[config.mk]
export PLATFORM = sky130hd
export DESIGN_NAME = demux_rr_dispatch
export DESIGN_NICKNAME = d
export VERILOG_FILES = /design/src/rtl/demux_rr_dispatch.sv
export SDC_FILE = /design/constraint.sdc
export NUM_CORES = 1
export LEC_CHECK = 0
export BUFFER_PORTS_ARGS = -buffer_cell sky130_fd_sc_hd__buf_2
export CAP_MARGIN = 25
export CELL_PAD_IN_SITES_DETAIL_PLACEMENT = 1
export CELL_PAD_IN_SITES_GLOBAL_PLACEMENT = 2
export CORE_MARGIN = 5
export CORE_UTILIZATION = 28
export DETAILED_ROUTE_END_ITERATION = 7
export GPL_TIMING_DRIVEN = 0
export PLACE_DENSITY_LB_ADDON = 0.1
export SLEW_MARGIN = 20
export SYNTH_ARGS = -nofsm -noshare
export SYNTH_HDL_FRONTEND = slang
export SYNTH_SLANG_ARGS = --single-unit
[constraint.sdc]
create_clock -name clk -period 1.75 [get_ports clk]
set_clock_uncertainty 0.15 [all_clocks]
set_input_delay 0.0875 -clock clk [delete_from_list [all_inputs] [get_ports clk]]
set_output_delay 0.0875 -clock clk [all_outputs]
set_load 0.1 [all_outputs]
[src/rtl/demux_rr_dispatch.sv]
// Round-robin dispatcher feeding a 1-to-4 demux: takes one word at a time and
// holds it on d/sel until the chosen channel accepts it, skipping disabled channels.
module demux_rr_dispatch #(
  parameter int WIDTH = 1,
  parameter int CNT_W = 8
) (
  input  logic             clk,
  input  logic             rst,
  input  logic             in_valid,
  input  logic [WIDTH-1:0] in_data,
  output logic             in_ready,
  input  logic [3:0]       ch_en,
  input  logic [3:0]       ch_ready,
  output logic [WIDTH-1:0] d,
  output logic [1:0]       sel,
  output logic             out_valid,
  output logic [CNT_W-1:0] xfer_cnt,
  output logic             err_nochan,
  output logic             dbg_state
);

  // Handshake: a word moves on an edge where in_valid && in_ready; a pending
  // word moves on an edge where out_valid && ch_ready[sel]. Neither side may
  // withdraw a word it offers, and the dispatcher holds d/sel until taken.

  typedef enum logic {
    IDLE = 1'b0,
    HOLD = 1'b1
  } state_t;

  state_t     state;
  logic [1:0] ptr;
  logic [1:0] target;
  logic [1:0] idx;
  logic       found;

  // First enabled channel in cyclic order starting at ptr.
  always_comb begin
    target = ptr;
    found  = 1'b0;
    idx    = ptr;
    for (int k = 0; k < 4; k++) begin
      idx = ptr + 2'(k);
      if (!found && ch_en[idx]) begin
        target = idx;
        found  = 1'b1;
      end
    end
  end

  assign in_ready  = (state == IDLE) && (ch_en != 4'b0000);
  assign dbg_state = (state == HOLD);

  always_ff @(posedge clk or posedge rst) begin
    if (rst) begin
      state      <= IDLE;
      ptr        <= 2'd0;
      d          <= '0;
      sel        <= 2'd0;
      out_valid  <= 1'b0;
      xfer_cnt   <= '0;
      err_nochan <= 1'b0;
    end else begin
      if (in_valid && (ch_en == 4'b0000)) begin
        err_nochan <= 1'b1;
      end
      case (state)
        IDLE: begin
          if (in_valid && in_ready) begin
            d         <= in_data;
            sel       <= target;
            out_valid <= 1'b1;
            state     <= HOLD;
          end
        end
        HOLD: begin
          // ch_en is deliberately not consulted here: the word finishes where it was sent.
          if (ch_ready[sel]) begin
            out_valid <= 1'b0;
            d         <= '0;
            ptr       <= sel + 2'd1;
            xfer_cnt  <= xfer_cnt + CNT_W'(1);
            state     <= IDLE;
          end
        end
        default: state <= IDLE;
      endcase
    end
  end

endmodule
==> metrics.txt, run 1 <==
status complete, no violations; Slew Limit Fails 0; Clk pin slew, worst setup/hold paths 0.10 ns; Post-DP HPWL 1.43 mm; endpoints failing hold 0; Inserted Clock Buffers 3; gr usage total 10.7%; WL met2 901 µm; Total Routed Length 1.93 mm; Hold Crit Endpoint sel[1]$_DFFE_PP0P_; Overflow after GRT 0; crit path time final 1.66 ns; clock sinks 16; CP bufs+invs 0; reg2reg path depth 4; hold_sp ch_en[3]; crit path kind reg2reg; Hold Path Depth 3; Worst Path Arrival 1.70 ns; TritonCTS clock tree done; I/O Buffers 26; top routing layer used met4; num rows 19; sequential-to-total area share from yosys stat 50.1%; Max Cap Violations 0; worst setup margin 0.0896 ns; deepest clock path buffer count 2; RR Startpoint sel[0]$_DFFE_PP0P_; Initial DRC Count 22; Tcrit/Tclk final 94.9%; WL met3 117 µm; Initial Util 29.0%; Worst R2R End xfer_cnt[6]$_DFFE_PP0P_; Slew headroom 58.4%; Fill cells 323; RD Place Congestion 0.724; Fmax 602 MHz; cell family with most CP delay multiplexers; cell count after synthesis 79; Worst Tran Pin Value 0.623 ns; Avg WL per Cell 13.4 µm; Area growth syn-to-layout 31.6%; Yosys warnings 0; Antenna diodes 0; Yosys reg bits 16; Hold Path Class in2reg; Mapped Area 800 µm²; drt first pass iters 3; critical path cell sequence mux4_2, nand2_2, nor2_1, xor2_1; largest net degree at the start of global routing 17; r2r setup slk 0.09 ns; die width 63.4 µm; drt via density 4.69; CP required 1.79 ns; CP peak stage delay 0.55 ns; Mapped Avg Cell Area 10.1 µm²; DRC Markers 0; antenna violations before repair 0; vias in the first global route 709; via count 675; Clock Tree Root clkbuf_4; Worst-Skew Late Latency 0.29 ns; share of cells above drive strength 1 40.7%; RSZ-0062 raised after global routing false; first-pass GRT wire length 3.39 mm; post-route ant nets 0; Yosys cell types 29; Setup violations, final 0; Syn Nets 92; Post-Route M1 WL 886 µm; Critical Path Slowest Stage Cell mux4_2; Die Area 0.00402 mm²; Ports 27; Place WS 0.0379 ns; Die Ht 63.4 µm; Max H-tree Level 1; Crit. End Element flop; Total Nets Final 127; CP max FO 7; core box area 0.00276 mm²; CP Launch Type flop
==> stage by stage <==
stage	instances	TNS, ns	area, µm²	hold WS [ns]	utilization (%)
after global placement	136	0	982	0.0595	35.6
after global routing	144	0	1050	0.0351	38.2
after floorplan	79	-1.12	813	-0.149	-
after CTS	143	0	1050	0.00405	38.0
after detailed placement	136	0	982	0.0605	35.6
final	144	0	1050	0.0119	38.2
==> synth_stat cells, drive strengths merged <==
cell type | number | area, µm²
nand3 | 2 | 15.0
inv | 5 | 18.8
nand4 | 4 | 31.3
nor2 | 6 | 22.5
buf | 1 | 11.3
o21ai | 6 | 30.0
clkbuf | 1 | 3.75
nor2b | 2 | 12.5
xor2 | 4 | 35.0
nand2b | 2 | 12.5
ha | 1 | 12.5
or3b | 1 | 8.76
nor3 | 1 | 10.0
nor4 | 1 | 6.26
mux4 | 1 | 22.5
dfrtp | 16 | 400
nand2 | 11 | 43.8
xnor2 | 4 | 35.0
a21oi | 4 | 20.0
a21o | 1 | 7.51
and2 | 2 | 15.0
o32ai | 1 | 8.76
o21a | 1 | 7.51
o221ai | 1 | 8.76
==> worst max-delay path by stage <==
stage	startpoint	to	cells after the start
after CTS	sel[0]$_DFFE_PP0P_	xfer_cnt[3]$_DFFE_PP0P_	5
final	sel[0]$_DFFE_PP0P_	xfer_cnt[6]$_DFFE_PP0P_	4
after global routing	sel[0]$_DFFE_PP0P_	xfer_cnt[6]$_DFFE_PP0P_	4
after floorplan	sel[0]$_DFFE_PP0P_	xfer_cnt[3]$_DFFE_PP0P_	5
after global placement	sel[0]$_DFFE_PP0P_	xfer_cnt[3]$_DFFE_PP0P_	5
after detailed placement	sel[0]$_DFFE_PP0P_	xfer_cnt[3]$_DFFE_PP0P_	5
==> cells by family (layout without fill, tap and decap cells) <==
logic type,after synthesis,after routing,share of synthesized area (%)
simple gates,32,32,22.2
xor+xnor,8,8,8.76
mux,1,1,2.82
buf+inv,7,41,4.23
fa+ha+maj,1,1,1.56
flops,16,16,50.1
compound gates,14,14,10.3
==> worst min-delay path: stages <==
cell and delay (ns):
buf_2 0.12, o32ai_1 0.10, o21ai_1 0.11
==> final cells by class <==
| type | count | area [µm²] | share of cell area, % |
|---|---|---|---|
| tap | 31 | 38.8 | 3.69 |
| buffer | 1 | 3.75 | 0.357 |
| inverter | 5 | 18.8 | 1.78 |
| multi-input combinational | 56 | 368 | 35.0 |
| clock buffer | 4 | 36.3 | 3.45 |
| sequential | 16 | 412 | 39.1 |
| timing repair buffer | 31 | 175 | 16.6 |
==> sequential cells by signal, indices dropped and copies added (netlist names) <==
name / cells
d: 1
dbg_state: 1
err_nochan: 1
out_valid: 1
ptr: 2
sel: 2
xfer_cnt: 8
==> per-layer routing <==
layer	vias to the layer above	track usage (%)
li1	336	-
met1	317	13.1
met2	18	16.6
met3	4	4.26
met4	0	3.90
met5	-	0
==> cells in the final DEF (no fill, tap or decap), types with 3 or more instances in the layout <==
master         instances
a21oi_1                4
buf_2                 26
clkbuf_4               3
dfrtp_1                9
dfrtp_2                6
dlygate4sd3_1          3
inv_1                  5
nand2_1               10
nand4_1                3
nor2_1                 5
o21ai_0                4
xnor2_1                4
xor2_1                 4
==> timing repair <==
item | CTS | global route
gates resized for setup | 0 | 0
setup endpoints to repair | 0 | 5
setup buffers | 0 | 2
hold buffers | 3 | 0
endpoints found under the hold margin | 18 | 0
Power of run 1 is left out: the tool's default activity adds up to more than one toggle a clock period on the data nets, which glitch-free logic cannot reach.
==> inputs of run 2 (changes only) <==
CORE_MARGIN = unset   (was 5)
PLACE_DENSITY_LB_ADDON = 0.08   (was 0.1)
==> run 2 against run 1 <==
Effect of this change:
- design area is 0.36% higher
- first-iteration DRC count down 86%
- register-to-register slack lost 0.02 ns
- hold slack better by 0.032 ns
- maximum frequency shrank 1.2%
- routed wire length is 7.4% lower
- critical path depth is 1 higher
- global-route usage is 2.5 points higher
- critical endpoint is now xfer_cnt[3]$_DFFE_PP0P_
==> metrics.txt, run 2 (synthesized netlist as in run 1, its figures left out) <==
status complete, no violations (unchanged); first-pass GRT wire length 3.25 mm (was 3.39 mm); Place WS 0.0247 ns (was 0.0379 ns); CP required 1.82 ns (was 1.79 ns); Avg WL per Cell 12.4 µm (was 13.4 µm); most frequent cells in the layout 26 x buf_2, 10 x nand2_1, 9 x dfrtp_1 (unchanged); Max Cap Violations 0 (unchanged); clock sinks 16 (unchanged); I/O Buffers 26 (unchanged); num rows 19 (unchanged); CP Launch Point sel[0]$_DFFE_PP0P_ (unchanged); core box area 0.00273 mm² (was 0.00276 mm²); crit path kind reg2reg (unchanged); via count 696 (was 675); Worst-Skew Late Latency 0.29 ns (about the same); CP Launch Type flop (unchanged); Total Nets Final 127 (unchanged); post-route ant nets 0 (unchanged); Setup violations, final 0 (unchanged); CP max FO 8 (was 7); post-layout util 38.6% (was 38.2%); Initial DRC Count 3 (was 22); CP peak stage delay 0.53 ns (was 0.55 ns); deepest clock path buffer count 2 (unchanged); Resized Gates After CTS 0 (unchanged); Clock Tree Root clkbuf_4 (unchanged); Largest Register xfer_cnt (unchanged); worst setup margin 0.0694 ns (was 0.0896 ns); crit path time final 1.68 ns (was 1.66 ns); Critical Path Slowest Stage Cell mux4_2 (unchanged); DRC Markers 0 (unchanged); Slew Limit Fails 0 (unchanged); Clk pin slew, worst setup/hold paths 0.10 ns (about the same); Largest register FFs 8 (unchanged); hold_sp ch_en[3] (unchanged); Overflow after GRT 0 (unchanged); drt via density 4.83 (was 4.69); top flop regs xfer_cnt (8), ptr (2), sel (2) (unchanged); antenna violations before repair 0 (unchanged); Crit. End Element flop (unchanged); Inserted Clock Buffers 3 (unchanged); Antenna diodes 0 (unchanged); RD Place Congestion 0.678 (was 0.724); critical path cell sequence mux4_2, and2_4, buf_6, nand4_2, xnor2_1 (was mux4_2, nand2_2, nor2_1, xor2_1); drt first pass iters 3 (unchanged); Initial Util 29.2% (was 29.0%); Die Area 0.00307 mm² (was 0.00402 mm²); Fmax 595 MHz (was 602 MHz); Max H-tree Level 1 (unchanged); largest net degree at the start of global routing 17 (unchanged); r2r setup slk 0.07 ns (was 0.09 ns); vias in the first global route 729 (was 709); Ports 27 (unchanged); final hold slack 0.0435 ns (was 0.0119 ns); endpoints failing hold 0 (unchanged); Worst Tran Pin Value 0.606 ns (was 0.623 ns); TritonCTS clock tree done (unchanged); Tcrit/Tclk final 96.0% (was 94.9%); Hold Path Class in2reg (unchanged); Area growth syn-to-layout 32.1% (was 31.6%); Slew headroom 59.6% (was 58.4%); Post-DP HPWL 1.38 mm (was 1.43 mm); share of cells above drive strength 1 40.7% (unchanged); most common cell after layout, fill and taps aside buf_2 (unchanged); total negative slack 0 ns (unchanged); Die Ht 55.4 µm (was 63.4 µm); Total Routed Length 1.79 mm (was 1.93 mm); RSZ-0062 raised after global routing false (unchanged); RR Startpoint sel[0]$_DFFE_PP0P_ (unchanged); Worst Path Arrival 1.75 ns (was 1.70 ns); gr usage total 13.2% (was 10.7%); die width 55.4 µm (was 63.4 µm)
[run 2: worst max-delay path, delay by kind of cell, from the launching register on]
kind | cells | cell delay (ns)
mux | 1 | 0.53
simple gates | 2 | 0.25
xor+xnor | 1 | 0.11
buf+inv | 1 | 0.13
flops | 1 | 0.44
[run 2: cell type report]
class / instances / area [µm²]
timing repair buffer: 30 / 168
fill: 332 / 1680
sequential: 16 / 412
buffer: 2 / 15.0
tap: 31 / 38.8
multi-input combinational: 56 / 368
clock buffer: 4 / 36.3
inverter: 5 / 18.8
[run 2: routing by layer]
metal / up-vias / global-route usage (%) / share of wire (%)
met5: - / 0 / 0
met4: 0 / 3.93 / 0.73
met3: 3 / 3.98 / 4.2
met2: 16 / 22.0 / 50
met1: 339 / 16.3 / 45
li1: 338 / - / -
[run 2: metrics by stage]
step                cells  area [µm²]
CTS                   143        1050
detailed placement    136         982
global placement      136         982
finish                144        1060
global route          144        1060
floorplan              79         813
[run 2: path summary, 6_finish.rpt]
kind | endpoint | depth (start not counted)
worst min register to register | err_nochan$_DFFE_PP0P_ | 1
worst max register to register | xfer_cnt[3]$_DFFE_PP0P_ | 5
max in group asynchronous | sel[0]$_DFFE_PP0P_ | 3
min in group asynchronous | err_nochan$_DFFE_PP0P_ | 3
worst max-delay path | xfer_cnt[3]$_DFFE_PP0P_ | 5
worst min-delay path | sel[1]$_DFFE_PP0P_ | 3
[run 2: what timing repair did]
item / CTS / global route
hold endpoints to repair: 18 / 0
setup endpoints to repair: 0 / 3
setup buffers: 0 / 1
hold buffers: 3 / 0
Power of run 2 is left out for the same reason.
